## config.mk

```make
export PLATFORM = sky130hd
export DESIGN_NAME = yutorina_gpr_wb
export DESIGN_NICKNAME = d
export VERILOG_FILES = /design/src/rtl/yutorina_gpr_wb_pkg.sv /design/src/rtl/yutorina_wb_fifo.sv /design/src/rtl/yutorina_gpr_wb.sv
export SDC_FILE = /design/constraint.sdc
export NUM_CORES = 1
export LEC_CHECK = 0
export ABC_AREA = 1
export CAP_MARGIN = 15
export CORE_MARGIN = 8
export CORE_UTILIZATION = 52
export CTS_BUF_LIST = sky130_fd_sc_hd__clkbuf_16
export DETAILED_ROUTE_END_ITERATION = 7
export GPL_TIMING_DRIVEN = 1
export HOLD_SLACK_MARGIN = 0.1
export PLACE_DENSITY = 0.81
export SYNTH_ARGS = -nofsm -noshare
export SYNTH_HDL_FRONTEND = slang
export SYNTH_SLANG_ARGS = --single-unit
```

## constraint.sdc

```tcl
create_clock -name clk -period 3.5 [get_ports clk]
set_input_delay 0.875 -clock clk [delete_from_list [all_inputs] [get_ports clk]]
set_output_delay 0.875 -clock clk [all_outputs]
set_load 0.02 [all_outputs]
```

## src/rtl/yutorina_gpr_wb_pkg.sv

```systemverilog
// Shared GPR types and writeback-controller constants (late-queue depth, pointer width).
// Imported by yutorina_wb_fifo and yutorina_gpr_wb.
package yutorina_gpr_wb_pkg;

    localparam int GPR_NUM     = 32;
    localparam int GPR_ADDR_W  = 5;
    localparam int WORD_DATA_W = 32;

    typedef logic [GPR_ADDR_W-1:0]  GprAddrBus;
    typedef logic [WORD_DATA_W-1:0] WordDataBus;

    localparam GprAddrBus GPR_ZERO = '0;

    localparam int LQ_DEPTH_DEF = 2;

    typedef struct packed {
        GprAddrBus  addr;
        WordDataBus data;
    } lq_entry_t;

    // Source selected for the register-file write port in a given cycle.
    typedef enum logic [1:0] {
        SRC_NONE = 2'd0,
        SRC_PIPE = 2'd1,
        SRC_LATE = 2'd2
    } wb_src_e;

    function automatic int lq_ptr_w(input int depth);
        return (depth > 1) ? $clog2(depth) : 1;
    endfunction

endpackage

```

## src/rtl/yutorina_wb_fifo.sv

```systemverilog
// Late-result queue: synchronous FIFO of {addr, data} with full/empty flags and
// a combinational head; storage is not reset, only pointers and count are.
module yutorina_wb_fifo
    import yutorina_gpr_wb_pkg::*;
#(
    parameter int DEPTH = LQ_DEPTH_DEF,
    parameter int PTR_W = lq_ptr_w(DEPTH)
) (
    input  logic      clk,
    input  logic      rst,
    input  logic      i_push,
    input  lq_entry_t i_din,
    input  logic      i_pop,
    output lq_entry_t o_head,
    output logic      o_full,
    output logic      o_empty
);

    lq_entry_t        r_mem [DEPTH];
    logic [PTR_W-1:0] r_wr_ptr;
    logic [PTR_W-1:0] r_rd_ptr;
    logic [PTR_W:0]   r_count;

    logic w_do_push;
    logic w_do_pop;

    assign o_full    = (r_count == (PTR_W+1)'(DEPTH));
    assign o_empty   = (r_count == '0);
    assign o_head    = r_mem[r_rd_ptr];
    assign w_do_push = i_push & ~o_full;
    assign w_do_pop  = i_pop & ~o_empty;

    always_ff @(posedge clk or negedge rst) begin
        if (!rst) begin
            r_wr_ptr <= '0;
            r_rd_ptr <= '0;
            r_count  <= '0;
        end else begin
            if (w_do_push) r_wr_ptr <= r_wr_ptr + PTR_W'(1);
            if (w_do_pop)  r_rd_ptr <= r_rd_ptr + PTR_W'(1);
            case ({w_do_push, w_do_pop})
                2'b10:   r_count <= r_count + (PTR_W+1)'(1);
                2'b01:   r_count <= r_count - (PTR_W+1)'(1);
                default: r_count <= r_count;
            endcase
        end
    end

    always_ff @(posedge clk) begin
        if (w_do_push) r_mem[r_wr_ptr] <= i_din;
    end

endmodule

```

## src/rtl/yutorina_gpr_wb.sv

```systemverilog
// GPR writeback controller: sole owner of the register-file write port, merging pipeline
// and late results with a pending-destination scoreboard. Optional checks: YUTORINA_WB_ASSERT_EN.
module yutorina_gpr_wb
    import yutorina_gpr_wb_pkg::*;
#(
    parameter int LQ_DEPTH = LQ_DEPTH_DEF
) (
    input  logic       clk,
    input  logic       rst,
    input  logic       pipe_we_,
    input  GprAddrBus  pipe_addr,
    input  WordDataBus pipe_data,
    input  logic       late_issue,
    input  GprAddrBus  late_issue_addr,
    input  logic       late_valid,
    input  GprAddrBus  late_addr,
    input  WordDataBus late_data,
    output logic       late_ready,
    input  GprAddrBus  chk_addr1,
    input  GprAddrBus  chk_addr2,
    input  GprAddrBus  chk_dst,
    output logic       busy,
    output logic       gpr_we_,
    output GprAddrBus  gpr_w_addr,
    output WordDataBus gpr_w_data
);

    if (LQ_DEPTH < 2 || (LQ_DEPTH & (LQ_DEPTH - 1)) != 0) begin : g_bad_depth
        $error("yutorina_gpr_wb: LQ_DEPTH must be a power of two >= 2");
    end

    logic [GPR_NUM-1:0] r_sb;
    logic [GPR_NUM-1:0] w_sb_nxt;
    logic               r_we_;
    GprAddrBus          r_addr;
    WordDataBus         r_data;

    lq_entry_t w_lq_head;
    lq_entry_t w_lq_din;
    logic      w_lq_full;
    logic      w_lq_empty;
    logic      w_late_acc;
    logic      w_push;
    logic      w_pop;
    logic      w_pipe_wr;
    wb_src_e   w_src;

    assign late_ready = ~w_lq_full;
    assign w_late_acc = late_valid & late_ready;
    // r0 late results complete the handshake but never occupy a queue slot.
    assign w_push     = w_late_acc & (late_addr != GPR_ZERO);
    assign w_lq_din   = '{addr: late_addr, data: late_data};
    assign w_pipe_wr  = ~pipe_we_ & (pipe_addr != GPR_ZERO);
    assign w_pop      = (w_src == SRC_LATE);

    yutorina_wb_fifo #(
        .DEPTH (LQ_DEPTH),
        .PTR_W (lq_ptr_w(LQ_DEPTH))
    ) u_lq (
        .clk     (clk),
        .rst     (rst),
        .i_push  (w_push),
        .i_din   (w_lq_din),
        .i_pop   (w_pop),
        .o_head  (w_lq_head),
        .o_full  (w_lq_full),
        .o_empty (w_lq_empty)
    );

    always_comb begin
        w_src = SRC_NONE;
        if (w_pipe_wr) begin
            w_src = SRC_PIPE;
        end else if (!w_lq_empty) begin
            w_src = SRC_LATE;
        end
    end

    always_ff @(posedge clk or negedge rst) begin
        if (!rst) begin
            r_we_  <= 1'b1;
            r_addr <= '0;
            r_data <= '0;
        end else begin
            case (w_src)
                SRC_PIPE: begin
                    r_we_  <= 1'b0;
                    r_addr <= pipe_addr;
                    r_data <= pipe_data;
                end
                SRC_LATE: begin
                    r_we_  <= 1'b0;
                    r_addr <= w_lq_head.addr;
                    r_data <= w_lq_head.data;
                end
                default: r_we_ <= 1'b1;
            endcase
        end
    end

    // Clear is applied before set so an issue to the register being released wins.
    always_comb begin
        w_sb_nxt = r_sb;
        if (w_pop) w_sb_nxt[w_lq_head.addr] = 1'b0;
        if (late_issue && (late_issue_addr != GPR_ZERO)) w_sb_nxt[late_issue_addr] = 1'b1;
        w_sb_nxt[GPR_ZERO] = 1'b0;
    end

    always_ff @(posedge clk or negedge rst) begin
        if (!rst) r_sb <= '0;
        else      r_sb <= w_sb_nxt;
    end

    assign busy       = r_sb[chk_addr1] | r_sb[chk_addr2] | r_sb[chk_dst];
    assign gpr_we_    = r_we_;
    assign gpr_w_addr = r_addr;
    assign gpr_w_data = r_data;

`ifdef YUTORINA_WB_ASSERT_EN
    logic       r_chk_hold;
    GprAddrBus  r_chk_addr;
    WordDataBus r_chk_data;

    always_ff @(posedge clk or negedge rst) begin
        if (!rst) r_chk_hold <= 1'b0;
        else      r_chk_hold <= late_valid & ~late_ready;
    end

    always_ff @(posedge clk) begin
        r_chk_addr <= late_addr;
        r_chk_data <= late_data;
    end

    always @(posedge clk) begin
        if (rst) begin
            if (w_pipe_wr && r_sb[pipe_addr])
                $error("[%0t] gpr_wb: WAW pipeline write to pending r%0d", $time, pipe_addr);
            if (w_push && !r_sb[late_addr])
                $error("[%0t] gpr_wb: late result to non-pending r%0d", $time, late_addr);
            if (late_issue && (late_issue_addr != GPR_ZERO) && r_sb[late_issue_addr])
                $error("[%0t] gpr_wb: late issue to already pending r%0d", $time, late_issue_addr);
            if (r_chk_hold && late_valid && ((late_addr != r_chk_addr) || (late_data != r_chk_data)))
                $error("[%0t] gpr_wb: late result changed while stalled, r%0d", $time, late_addr);
        end
    end
`endif

endmodule

```

=== After elaboration in Yosys (flattened, before gate mapping) ===
Memories as Yosys holds them, arrays and structs flattened.
Cells that the tools add are included.

* Bits in registers: 73
* Logic and storage cells: 67
* Input port bits: 99
* Output and inout port bits: 40
* Memories: 1
* Bits in writable memories: 74

* Mux-type cells: 20
* Add/sub/neg operators: 4
* Equality and inequality tests: 5
* $lt $le $gt $ge: 7
* Reductions and logical operators: 10
* Bitwise logic cells: 13

{| class="wikitable"
|+ Memories
! name !! words !! width !! read ports !! clocked after memory_dff !! write ports !! line !! RTL
|-
| u_lq.r_mem || 2 || 37 || 1 || 0 || 1 || yutorina_wb_fifo.sv:19 || <nowiki>lq_entry_t r_mem [DEPTH];</nowiki>
|}

{| class="wikitable"
|+ Operators by type and width
! operator !! count
|-
| $mux W32 || 2
|-
| $pmux W32 S2 || 1
|-
| $and A32 B32 Y32 || 1
|-
| $not A32 Y32 || 1
|-
| $or A32 B32 Y32 || 1
|-
| $lt A5 B6 Y1 const B || 5
|-
| $bmux W1 S5 || 3
|-
| $reduce_bool A5 Y1 || 3
|-
| $demux W1 S5 || 2
|-
| $ge A5 B1 Y1 const B || 2
|-
| $pmux W5 S2 || 1
|-
| $mux W1 || 8
|-
| $eq A2 B2 Y1 const B || 3
|-
| $and A1 B1 Y1 || 5
|-
| $eq A2 B1 Y1 const B || 2
|-
| $mux W2 || 2
|-
| $pmux W2 S2 || 1
|-
| $reduce_bool A2 Y1 || 2
|-
| $logic_and A1 B1 Y1 || 3
|-
| $not A1 Y1 || 3
|-
| $add A1 B1 Y1 const B || 2
|-
| $add A2 B1 Y2 const B || 1
|-
| $logic_not A2 Y1 || 1
|-
| $or A1 B1 Y1 || 2
|-
| 2 further kinds || 2
|}

=== Logic depth before layout (Yosys ltp) ===
Gate-level depths: netlist of run 1.
An unclocked memory read counts as a cell.

* Depth after elaboration: 10
* Depth in mapped cells: 11
* Gate-level depth less buffers: 9

=== By module ===
Synthesis of run 1 repeated with hierarchy kept, for this count alone.

* Cell total of the unflattened synthesis: 810
* Area, all modules: 7,140.6 µm²

{| class="wikitable"
|+ Modules (own cells, without submodules)
! module !! times used !! cells each !! area an instance (µm²)
|-
| yutorina_gpr_wb || 1 || 584 || 4,201.5
|-
| yutorina_wb_fifo || 1 || 226 || 2,939.1
|}

=== Least setup slack after synthesis of run 1 ===
No wires, ideal clock.

* Kind: input to register
* Start point: input late_addr[3]
* End point: memory u_lq.r_mem[0][0] (netlist bit) (enable)
* Path slack: 0.390 ns
* Stages: 4
* Data arrival time: 2.679 ns
* Buffers on the path: 0
* Path through: nor3_1 nand2_1 nand3_1 nor2_1

* Word-level cells in the longest chain between the ends: 5

{| class="wikitable"
|+ Ends and longest elaborated chain
! item !! line !! RTL
|-
| start: declaration || yutorina_gpr_wb.sv:16 || <nowiki>input GprAddrBus late_addr,</nowiki>
|-
| $reduce_bool A5 Y1 || yutorina_gpr_wb.sv:51 || <nowiki>assign w_push = w_late_acc & (late_addr != GPR_ZERO);</nowiki>
|-
| $and A1 B1 Y1 || yutorina_gpr_wb.sv:51 ||
|-
| $and A1 B1 Y1 || yutorina_wb_fifo.sv:30 || <nowiki>assign w_do_push = i_push & ~o_full;</nowiki>
|-
| $mux W1 || yutorina_wb_fifo.sv:50 || <nowiki>if (w_do_push) r_mem[r_wr_ptr] <= i_din;</nowiki>
|-
| $mux W1 (implied by the code) || yutorina_wb_fifo.sv:50 ||
|-
| end: declaration || yutorina_wb_fifo.sv:19 ||
|}

Every way passes these cells.

=== Final worst setup path of run 1 ===
* Start point: input chk_addr1[1]
* End point: output busy

* Word-level cells in the longest chain between the ends: 4

{| class="wikitable"
|+ Ends and longest elaborated chain
! item !! line !! RTL
|-
| start: declaration || yutorina_gpr_wb.sv:19 || <nowiki>input GprAddrBus chk_addr1,</nowiki>
|-
| $bmux W1 S5 || yutorina_gpr_wb.sv:114 || <nowiki>assign busy = r_sb[chk_addr1] | r_sb[chk_addr2] | r_sb[chk_dst];</nowiki>
|-
| $mux W1 (implied by the code) || yutorina_gpr_wb.sv:114 ||
|-
| $or A1 B1 Y1 (2 in series) || yutorina_gpr_wb.sv:114 ||
|-
| end: declaration || yutorina_gpr_wb.sv:22 || <nowiki>output logic busy,</nowiki>
|}

Every way passes these cells. The select of a mux whose other input is x is not followed.

==> results of run 1 <==
stage by stage:
| step | TNS (ps) | instances | instance area, um2 | total power [mW] |
|---|---|---|---|---|
| 4_1_cts | 0 | 1055 | 9100 | 7.33 |
| 3_3_place_gp | -217 | 1020 | 8430 | 5.27 |
| 6_report | 0 | 1055 | 9100 | 7.31 |
| 5_1_grt | 0 | 1055 | 9100 | 7.68 |
| 2_1_floorplan | 0 | 720 | 6800 | 4.24 |
| 3_5_place_dp | -246 | 1020 | 8430 | 5.35 |
placed cells by master, fill, tap and decap left out, types with 10 or more instances in the layout:
master and n:
nand2_1 190, clkdlybuf4s50_1 133, nand3_1 88, edfxtp_1 74, dfrtp_1 71, o21ai_0 62
inv_1 57, nor2_1 31, mux2i_1 25, o21ai_1 23, buf_4 18, clkbuf_16 17
a21oi_1 15, o211ai_1 10
state kept, by name, summed over array words and instances, names as in the netlist:
name / count
gpr_w_addr: 5
gpr_w_data: 32
gpr_we_: 1
r_sb: 31
u_lq.r_count: 2
u_lq.r_mem: 74
u_lq.r_rd_ptr: 1
u_lq.r_wr_ptr: 1
cell type report:
type,count,share of cell area
sequential,147,0.445
multi-input combinational,480,0.261
timing repair buffer,158,0.171
clock buffer,17,0.0467
inverter,65,0.0276
tap,172,0.0236
clock inverter,15,0.0234
timing repair inverter,1,0.000825
timing repair:
action | 4_1_cts | 5_1_grt
gates cloned | 1 | 0
pin swaps | 0 | 0
setup endpoints to repair | 1 | 1
buffers inserted | 2 | 0
gates resized for setup | 6 | 3
worst paths after layout:
kind | end | from | cells after the start | slack (ps)
setup / recovery | busy | chk_addr1[1] | 10 | 170
min in group asynchronous | gpr_w_data[11] | rst | 1 | 610
hold reg to reg | gpr_w_data[28] | gpr_w_data[28] | 2 | 480
setup reg to reg | r_sb[7] | u_lq.r_rd_ptr | 6 | 1380
hold / removal | gpr_w_data[28] | gpr_w_data[28] | 2 | 480
max in group asynchronous | u_lq.r_rd_ptr | rst | 1 | 2230
power breakdown:
part           switching (mW)  leakage, nW  internal [mW]
clock                   0.687        0.306           1.26
combinational            1.47         1.97          0.975
sequential              0.492         1.55           2.43
total                    2.65         3.83           4.67
metal layers:
metal  up-vias  global-route usage  wire length (um)
li1       2754                   -                 -
met1      2878               0.295              8130
met2       279               0.426             10400
met3        46              0.0721              1550
met4         0               0.113               622
met5         -                   0                 0
kinds of logic (layout without fill, tap and decap cells):
| logic type | Yosys count | after routing | synth area share |
|---|---|---|---|
| flops | 147 | 147 | 0.595 |
| xor+xnor | 4 | 4 | 0.00515 |
| buf+inv | 93 | 256 | 0.0576 |
| compound gates | 131 | 131 | 0.108 |
| mux | 25 | 25 | 0.0368 |
| fa+ha+maj | 1 | 1 | 0.00184 |
| simple gates | 319 | 319 | 0.196 |
worst max-delay path, stage by stage:
cell	delay, ps
clkdlybuf4s50_1	530
buf_4	190
nand3_1	90
nand3_1	90
nand2_1	60
nand2_1	60
nand3_1	70
nand2_1	90
nand3_1	80
dlygate4sd2_1	320
==> impl_metrics.csv, run 1 <==
group,metric,value,unit
run_status,status,"finished clean",
clock_network,clkTransAtPathRegs,60,ps
timing,worst_hold_slack,478,ps
grt,gr-total-overflow,0,
placement,dp_hpwl,14700,um
route,wl_per_cell,19.6,um
cells_and_area,layout-drive-gt1-share,0.0827,
floorplanning,io_pins,139,
timing,tightest_slew,949,ps
synth,yosys_warnings,0,
setup_path,crit_path_max_fanout,8,
synth,yosys.cell_count.top_type,"nand2_1",
route,firstDrtPassIters,8,
floorplanning,fp.dieH,130,um
setup_path,start_kind,"primary input",
synth,ys_seq_elements,147,
timing,drv_slew,0,
cells_and_area,multiInputGateArea,0.00238,mm2
placement,place_congestion,0.939,
run,cap_violations,0,
clock_network,clk_path_buf_depth,2,
grt,antenna_found_initial,0,
timing,hold_violations,0,
clock_network,cts-root-buf,"clkbuf_16",
route,ant_nets,0,
synth,yosys.area.top_type_share,0.327,
floorplanning,start_util,0.535,
hold_path,holdCritPathClass,"flop to flop",
floorplanning,die-area,0.0170,mm2
cells_and_area,syn_to_final_growth,33.8,%
timing,clock_skew,10.7,ps
grt,first_global_vias,6034,
synth,synth-main-ff-cell,"edfxtp_1",
power,ir_worst_vdd,432,uV
cells_and_area,final_util,0.715,
timing,setup_viol,0,
timing,fmax,0.300,GHz
floorplanning,rows,41,
floorplanning,dieWidth,130,um
placement,dp_slack,-246,ps
grt,grt_max_degree,74,
synth,yosysTopAreaCell,"edfxtp_1",
synth,synth-seq-area-share,0.595,
synth,syn_inst,720,
power,power.leakage,3.83,nW
synth,avgSynthCellArea,9.45,um2
setup_path,worst-setup-path-type,"primary input to output pin",
route,route.detailed.drc,0,
synth,syn-num-nets,820,
setup_path,endpoint_kind,"output pin",
timing,relSlewSlack,0.367,
synth,synth_area,0.00680,mm2
timing,setup_slack,170,ps
clock_network,cts_hold_buf,0,
placement,io_buffers,138,
route,vias_per_cell,5.65,
clock_network,cts_tree,"yes",
timing,finalCritPeriodShare,0.951,
setup_path,cp_data_arrival_time,2450,ps
route,vias,5957,
clock_network,clock_latency,410,ps
clock_network,cts_sinks,147,
route,drtIter0Drc,513,
cells_and_area,regArea,0.00405,mm2
timing,layout_min_cycle_time,3330,ps
synth,synth_common_cells,"190 x nand2_1, 88 x nand3_1, 74 x edfxtp_1, 72 x dfrtp_1, 62 x o21ai_0",
synth,synth_cell_types,31,
cells_and_area,fin_nets,970,
cells_and_area,fillerInstances,972,
cells_and_area,antenna_cells,0,
synth,netlist_top_cells_area,"edfxtp_1 33%, dfrtp_1 26%, nand2_1 10%",
clock_network,h-tree-depth,4,
route,wirelength,20700,um
grt,grtUsageTotal,0.252,
synth,synth_edf_count,74,
floorplanning,core_area,0.0127,mm2
grt,grt_pass1_wl,32300,um
power,power.density,804,mW/mm2
setup_path,required,2620,ps
synth,synth_async_sr_flop_share,0.497,
clock_network,tritoncts.num_buffers,17,
timing,rsz0062_at_grt,"no",
Note: power is estimated with default switching activity, not from simulation.
==> run 2, diff against run 1 <==
--- a/config.mk
+++ b/config.mk
@@ -8,12 +8,12 @@
 export ABC_AREA = 1
 export CAP_MARGIN = 15
 export CORE_MARGIN = 8
-export CORE_UTILIZATION = 52
+export CORE_UTILIZATION = 55
 export CTS_BUF_LIST = sky130_fd_sc_hd__clkbuf_16
 export DETAILED_ROUTE_END_ITERATION = 7
 export GPL_TIMING_DRIVEN = 1
 export HOLD_SLACK_MARGIN = 0.1
-export PLACE_DENSITY = 0.81
+export PLACE_DENSITY = 0.85
 export SYNTH_ARGS = -nofsm -noshare
 export SYNTH_HDL_FRONTEND = slang
 export SYNTH_SLANG_ARGS = --single-unit
==> constraint.sdc (replaced) <==
create_clock -name clk -period 4.03 [get_ports clk]
set_input_delay 1.0075 -clock clk [delete_from_list [all_inputs] [get_ports clk]]
set_output_delay 1.0075 -clock clk [all_outputs]
set_load 0.02 [all_outputs]
==> impl_metrics.csv, run 2 (synthesized netlist as in run 1, its figures left out) <==
group,metric,value,unit
grt,grt_max_degree,74,
clock_network,clk_path_buf_depth,2,
cells_and_area,stdcell_area,0.00895,mm2
timing,clock_skew,8.35,ps
timing,layout_min_cycle_time,3530,ps
setup_path,crit_top_cell,"nand3_1",
clock_network,cts-root-buf,"clkbuf_16",
power,power.leakage,3.75,nW
setup_path,crit_path_max_fanout,16,
floorplanning,start_util,0.564,
clock_network,cts_sinks,147,
clock_network,cts_tree,"yes",
power,p_seq_frac,0.414,
grt,gr-total-overflow,0,
timing,fmax,0.283,GHz
route,routedLengthMet1,7840,um
floorplanning,rows,40,
placement,postPlaceCellArea,0.00839,mm2
cells_and_area,largest_register,"u_lq.r_mem",
power,finalPower,6.17,mW
route,vias_per_cell,5.73,
setup_path,endpoint_kind,"output pin",
power,power.density,689,mW/mm2
cells_and_area,final_util,0.742,
setup_path,crit_family,"buffers and inverters",
power,pwr-share-comb,0.345,
timing,worst_hold_slack,483,ps
setup_path,crit_slowest_cell,"clkdlybuf4s50_1",
power,p_sw_frac,0.385,
route,route.met3.wl,1800,um
timing,setup_slack,497,ps
timing,relSlewSlack,0.361,
route,wirelength,21000,um
placement,dp_slack,122,ps
hold_path,holdCritPathClass,"flop to flop",
route,vias,5992,
timing,setup_viol,0,
cells_and_area,syn_to_final_growth,31.6,%
grt,first_global_vias,6045,
route,ant_nets,0,
clock_network,h-tree-depth,4,
setup_path,critPathBufInv,3,
run,cap_violations,0,
run_status,status,"finished clean",
placement,place_congestion,1.01,
route,firstDrtPassIters,5,
grt,antenna_found_initial,1,
cells_and_area,fillerInstances,833,
timing,finalCritPeriodShare,0.877,
timing,hold_violations,0,
setup_path,required,3020,ps
route,met2_wirelength,10500,um
floorplanning,core_area,0.0121,mm2
route,drtIter0Drc,517,
clock_network,clock_latency,420,ps
clock_network,clkTransAtPathRegs,60,ps
setup_path,start_kind,"primary input",
setup_path,cp_data_arrival_time,2530,ps
cells_and_area,largest_reg_flops,74,
timing,setup_tns,0,ps
power,ir_worst_vdd,481,uV
cells_and_area,layout-drive-gt1-share,0.0753,
setup_path,slowest_delay,480,ps
cells_and_area,layout_commonest_cell,"nand2_1",
placement,dp_hpwl,14700,um
clock_network,tritoncts.num_buffers,17,
placement,io_buffers,138,
power,p_sw,2.38,mW
cells_and_area,most-common-layout-cells,"190 x nand2_1, 136 x clkdlybuf4s50_1, 88 x nand3_1, 74 x edfxtp_1, 71 x dfrtp_1",
power,pwr-share-clk,0.241,
grt,grt_pass1_wl,32700,um
grt,grtUsageTotal,0.264,
clock_network,cts_hold_buf,0,
route,wl_per_cell,20.1,um
route,dr.max_layer_used,"met4",
timing,drv_slew,0,
power,p_int,3.79,mW
floorplanning,die-area,0.0162,mm2
floorplanning,dieWidth,127,um
timing,rsz0062_at_grt,"no",
floorplanning,io_pins,139,
placement,place_inst,1013,
setup_path,worstPathCellList,"clkdlybuf4s50_1 > buf_4 > nor2_1 > nor2_1 > o21ai_0 > nand3_1 > nand3_1 > nand3_1 > nand2_1 > nand3_1 > dlymetal6s2s_1",
cells_and_area,final_cells,1046,
route,route.detailed.drc,0,
setup_path,worst-setup-path-type,"primary input to output pin",
timing,tightest_slew,958,ps
floorplanning,fp.dieH,127,um
cells_and_area,fin_nets,964,
-- run 2: cell count changes in the layout (fill, tap and decap cells not counted), moves of 2 or more --
cell             before  now
dlygate4sd2_1         2    0
clkdlybuf4s50_1     133  136
clkinv_1              3    0
bufinv_16             5    1
clkinv_4              2    4
buf_4                18   15
inv_1                57   61
inv_6                 1    3
-- run 2: power by group through the flow --
| stage | Combinational (mW) | Sequential [mW] | Clock [mW] |
|---|---|---|---|
| 4_1_cts | 2.13 | 2.54 | 1.50 |
| 5_1_grt | 2.31 | 2.59 | 1.56 |
| 2_1_floorplan | 1.12 | 2.56 | 0 |
| 3_3_place_gp | 2.03 | 2.53 | 0 |
| 6_report | 2.13 | 2.55 | 1.49 |
| 3_5_place_dp | 2.09 | 2.55 | 0 |
-- run 2: layer usage --
metal / global-route usage / vias to the layer above
li1: - / 2740
met1: 0.297 / 2869
met2: 0.448 / 318
met3: 0.0795 / 65
met4: 0.132 / 0
met5: 0 / -
-- run 2: area by class of cell --
type / count / area, um2 / share of cell area
Sequential cell: 147 / 4050 / 0.453
Multi-Input combinational cell: 480 / 2380 / 0.266
Timing Repair Buffer: 153 / 1510 / 0.168
Clock buffer: 17 / 425 / 0.0475
Inverter: 65 / 244 / 0.0273
Tap cell: 168 / 210 / 0.0235
Clock inverter: 15 / 135 / 0.0151
Antenna cell: 1 / 2.50 / 0.000280
-- run 2: worst paths after layout --
kind,from,to,slack (ps),cells past startpoint
setup / recovery,chk_dst[0],busy,500,11
hold / removal,gpr_w_data[28],gpr_w_data[28],480,2
setup reg to reg,u_lq.r_count[0],u_lq.r_count[1],1090,8
hold reg to reg,gpr_w_data[28],gpr_w_data[28],480,2
max in group asynchronous,rst,u_lq.r_rd_ptr,2620,1
min in group asynchronous,rst,gpr_w_data[10],730,1
-- run 2: repair_timing --
action,CTS,global route
resized for setup,0,1
endpoints found under the setup margin,0,1
buffers inserted,0,0
-- run 2: worst reg2reg max path, stage by stage (launching register included) --
cell     delay (ps)
dfrtp_1         430
nor2_1          620
inv_1           190
nand2_2         370
inv_2           330
ha_1            420
a21oi_1         170
o21ai_0         130
xnor2_1         150
==> run 3, diff against run 2 <==
--- a/config.mk
+++ b/config.mk
@@ -10,10 +10,12 @@
 export CORE_MARGIN = 8
 export CORE_UTILIZATION = 55
 export CTS_BUF_LIST = sky130_fd_sc_hd__clkbuf_16
+export CTS_CLUSTER_SIZE = 8
 export DETAILED_ROUTE_END_ITERATION = 7
 export GPL_TIMING_DRIVEN = 1
 export HOLD_SLACK_MARGIN = 0.1
 export PLACE_DENSITY = 0.85
+export SKIP_LAST_GASP = 1
 export SYNTH_ARGS = -nofsm -noshare
 export SYNTH_HDL_FRONTEND = slang
 export SYNTH_SLANG_ARGS = --single-unit
==> results of run 3 <==
No change in the layout: final DEF, timing and power equal those of run 2.
==> variant, RTL diff (settings of run 1) <==
Change the package constant `GPR_ADDR_W` from 5 to 6.
--- a/src/rtl/yutorina_gpr_wb_pkg.sv
+++ b/src/rtl/yutorina_gpr_wb_pkg.sv
@@ -5,3 +5,3 @@
     localparam int GPR_NUM     = 32;
-    localparam int GPR_ADDR_W  = 5;
+    localparam int GPR_ADDR_W  = 6;
     localparam int WORD_DATA_W = 32;
Ports: changed (7 resized); port bits go from 139 to 146. The function was not compared with the original's and may differ.
==> variant against run 1 <==
- largest cell class unchanged
- wire length fell by 8.3%
- sequential cell count grew 3
- count of clock-buffer cells in the layout is the same
- first-iteration DRC count is 24% lower
- final area rose by 3.8%
- setup slack better by 0.072 ns
- die area is 4.1% higher
- power is 3.0% lower
- area after synthesis increased by 4.7%
==> variant: results (changes against run 1) <==
result of the run completed; share of final-layout standard cells stronger than drive strength 1 10.0% (+1.7 points); number of non-filler instances in the completed layout 1,116 (+5.8%); via count of the first global-routing pass 6,180 (+2.4%); vias after detailed routing 5,999 (+0.71%); wire length of the first global-routing pass 30,700 um (-5.1%); total iterations of the first detailed-routing run 4 (-4); number of setup buffers added after CTS 0 (-2); Clock Path Buffers 2 (unchanged); commonest cells in the netlist 216 x sky130_fd_sc_hd__nand2_1, 92 x sky130_fd_sc_hd__nand3_1, 82 x sky130_fd_sc_hd__inv_1, 76 x sky130_fd_sc_hd__edfxtp_1, 73 x sky130_fd_sc_hd__dfrtp_1; flip-flop count of the largest register after layout 76 (+2.7%); crit path from chk_addr1[0]; Port Buffers 142 (+2.9%); nets in the synthesized netlist 883 (+7.7%); gate count of the mapped netlist 777 (+7.9%); Seq/Total Area, Yosys 58.0% (-1.5 points); clock tree root buffer cell sky130_fd_sc_hd__clkbuf_16; measured slew at the worst slew-check pin 0.979 ns (+0.0302 ns); cell types with the largest area share after synthesis sky130_fd_sc_hd__edfxtp_1 32%, sky130_fd_sc_hd__dfrtp_1 26%, sky130_fd_sc_hd__nand2_1 11%; Warnings, synthesis 0 (unchanged); maximum number of pins on one net before global-route repair 75 (+1.4%); number of clock buffers inserted by TritonCTS 17 (unchanged); count of placed standard cells including taps 1,084 (+6.3%); antenna fix cells 0 (unchanged); routability congestion estimate from global placement 0.898 (-4.4%); Post-synth EDFFs 76 (+2.7%); LEAKAGE 0.00405 uW (+5.8%); antenna violations before repair 0 (unchanged); worst path arrival time 2.38 ns (-0.07 ns); Hold Crit Class flip-flop to flip-flop; Nets 1,033 (+6.5%); crit path max fanout 15 (+7); ys async rst share 49.3% (-0.33 points); total routing resource utilization after global routing 22.0% (-3.3 points); Area after DPL 0.00887 mm^2 (+5.2%); Clock Skews 0.00541 ns (-0.00528 ns); wire length per cell 17.0 um (-13%); placed wire-length estimate 13,800 um (-5.8%); design internal power 4450 uW (-4.6%); Largest Register u_lq.r_mem; number of distinct standard cells referenced by the synthesized netlist 39 (+26%); worst-case vdd ir drop 0.542 mV (+26%); Iter 0 DRT Violations 392 (-24%); clock latency at the later pin of the worst-skew pair 0.43 ns (+0.02 ns); clock-pin slew on the worst setup and hold paths 0.06 ns (about the same); worst flop-to-flop path startpoint u_lq.r_count[0]$_DFFE_PN0P_; H-tree levels 4 (unchanged); Hold Crit Start gpr_w_data[24]$_DFFE_PN0N_
variant: through the flow:
| step | power (uW) | setup slack [ns] | util [%] |
|---|---|---|---|
| after global routing | 7480 | 0.110 | 71.1 |
| final | 7100 | 0.242 | 71.1 |
| after CTS | 7120 | 0.0928 | 71.1 |
| after detailed placement | 5310 | -0.140 | 66.7 |
| after floorplan | 4320 | 0.348 | - |
| after global placement | 5220 | -0.135 | 66.7 |
variant: metal layers:
metal | vias up | global-route usage [%] | wire length [um]
met2 | 224 | 37.7 | 9470
met1 | 2824 | 24.5 | 7540
met3 | 44 | 6.32 | 1310
met5 | - | 0 | 0
met4 | 0 | 10.7 | 622
li1 | 2907 | - | -
variant: cell families (layout without fill, tap and decap cells):
kind of cell	count (synthesis)	count (layout)	share of synthesized area (%)
compound gates	115	115	9.69
buf+inv	117	280	6.76
simple gates	380	380	23.4
mux	10	10	1.48
xor+xnor	4	4	0.492
fa+ha+maj	1	1	0.176
flops	150	150	58.0
variant: worst paths after layout:
path / end / slack, ns / cells past startpoint
max in group asynchronous: u_lq.r_rd_ptr$_DFFE_PN0P_ / 2.21 / 1
setup / recovery: busy / 0.24 / 12
min in group asynchronous: r_sb[6]$_DFF_PN0_ / 0.60 / 1
setup reg to reg: u_lq.r_count[1]$_DFFE_PN0P_ / 1.33 / 8
hold reg to reg: gpr_w_data[24]$_DFFE_PN0N_ / 0.48 / 2
hold / removal: gpr_w_data[24]$_DFFE_PN0N_ / 0.48 / 2
variant: worst max-delay path: stages:
cell and delay (ns):
sky130_fd_sc_hd__clkdlybuf4s50_1 0.55, sky130_fd_sc_hd__inv_1 0.10, sky130_fd_sc_hd__buf_12 0.15, sky130_fd_sc_hd__nand2_1 0.05, sky130_fd_sc_hd__nand3_1 0.07, sky130_fd_sc_hd__nand3_1 0.08
sky130_fd_sc_hd__nand2_1 0.07, sky130_fd_sc_hd__nand2_1 0.06, sky130_fd_sc_hd__nand3_1 0.06, sky130_fd_sc_hd__nand2_1 0.07, sky130_fd_sc_hd__nand3_1 0.07, sky130_fd_sc_hd__clkbuf_2 0.16
variant: area by class of cell:
type / count / area (um^2)
clock buffers: 17 / 425
clock inverters: 15 / 160
fillers: 961 / 3850
inverters: 88 / 333
multi-input cells: 510 / 2520
flip-flops and latches: 150 / 4140
well taps: 176 / 220
repair buffers: 160 / 1650
variant: power groups by stage:
stage	Sequential (uW)	Combinational, uW	Clock [uW]
floorplan	2950	1370	0
global placement	2860	2360	0
detailed placement	2880	2430	0
CTS	2860	2460	1800
global route	2930	2670	1870
finish	2870	2440	1780
variant: repair_timing:
item / in CTS / in global routing
hold endpoints to repair: 0 / 0
pin swaps: 0 / 0
hold buffers: 0 / 0
setup endpoints to repair: 1 / 1
gates resized for setup: 1 / 2
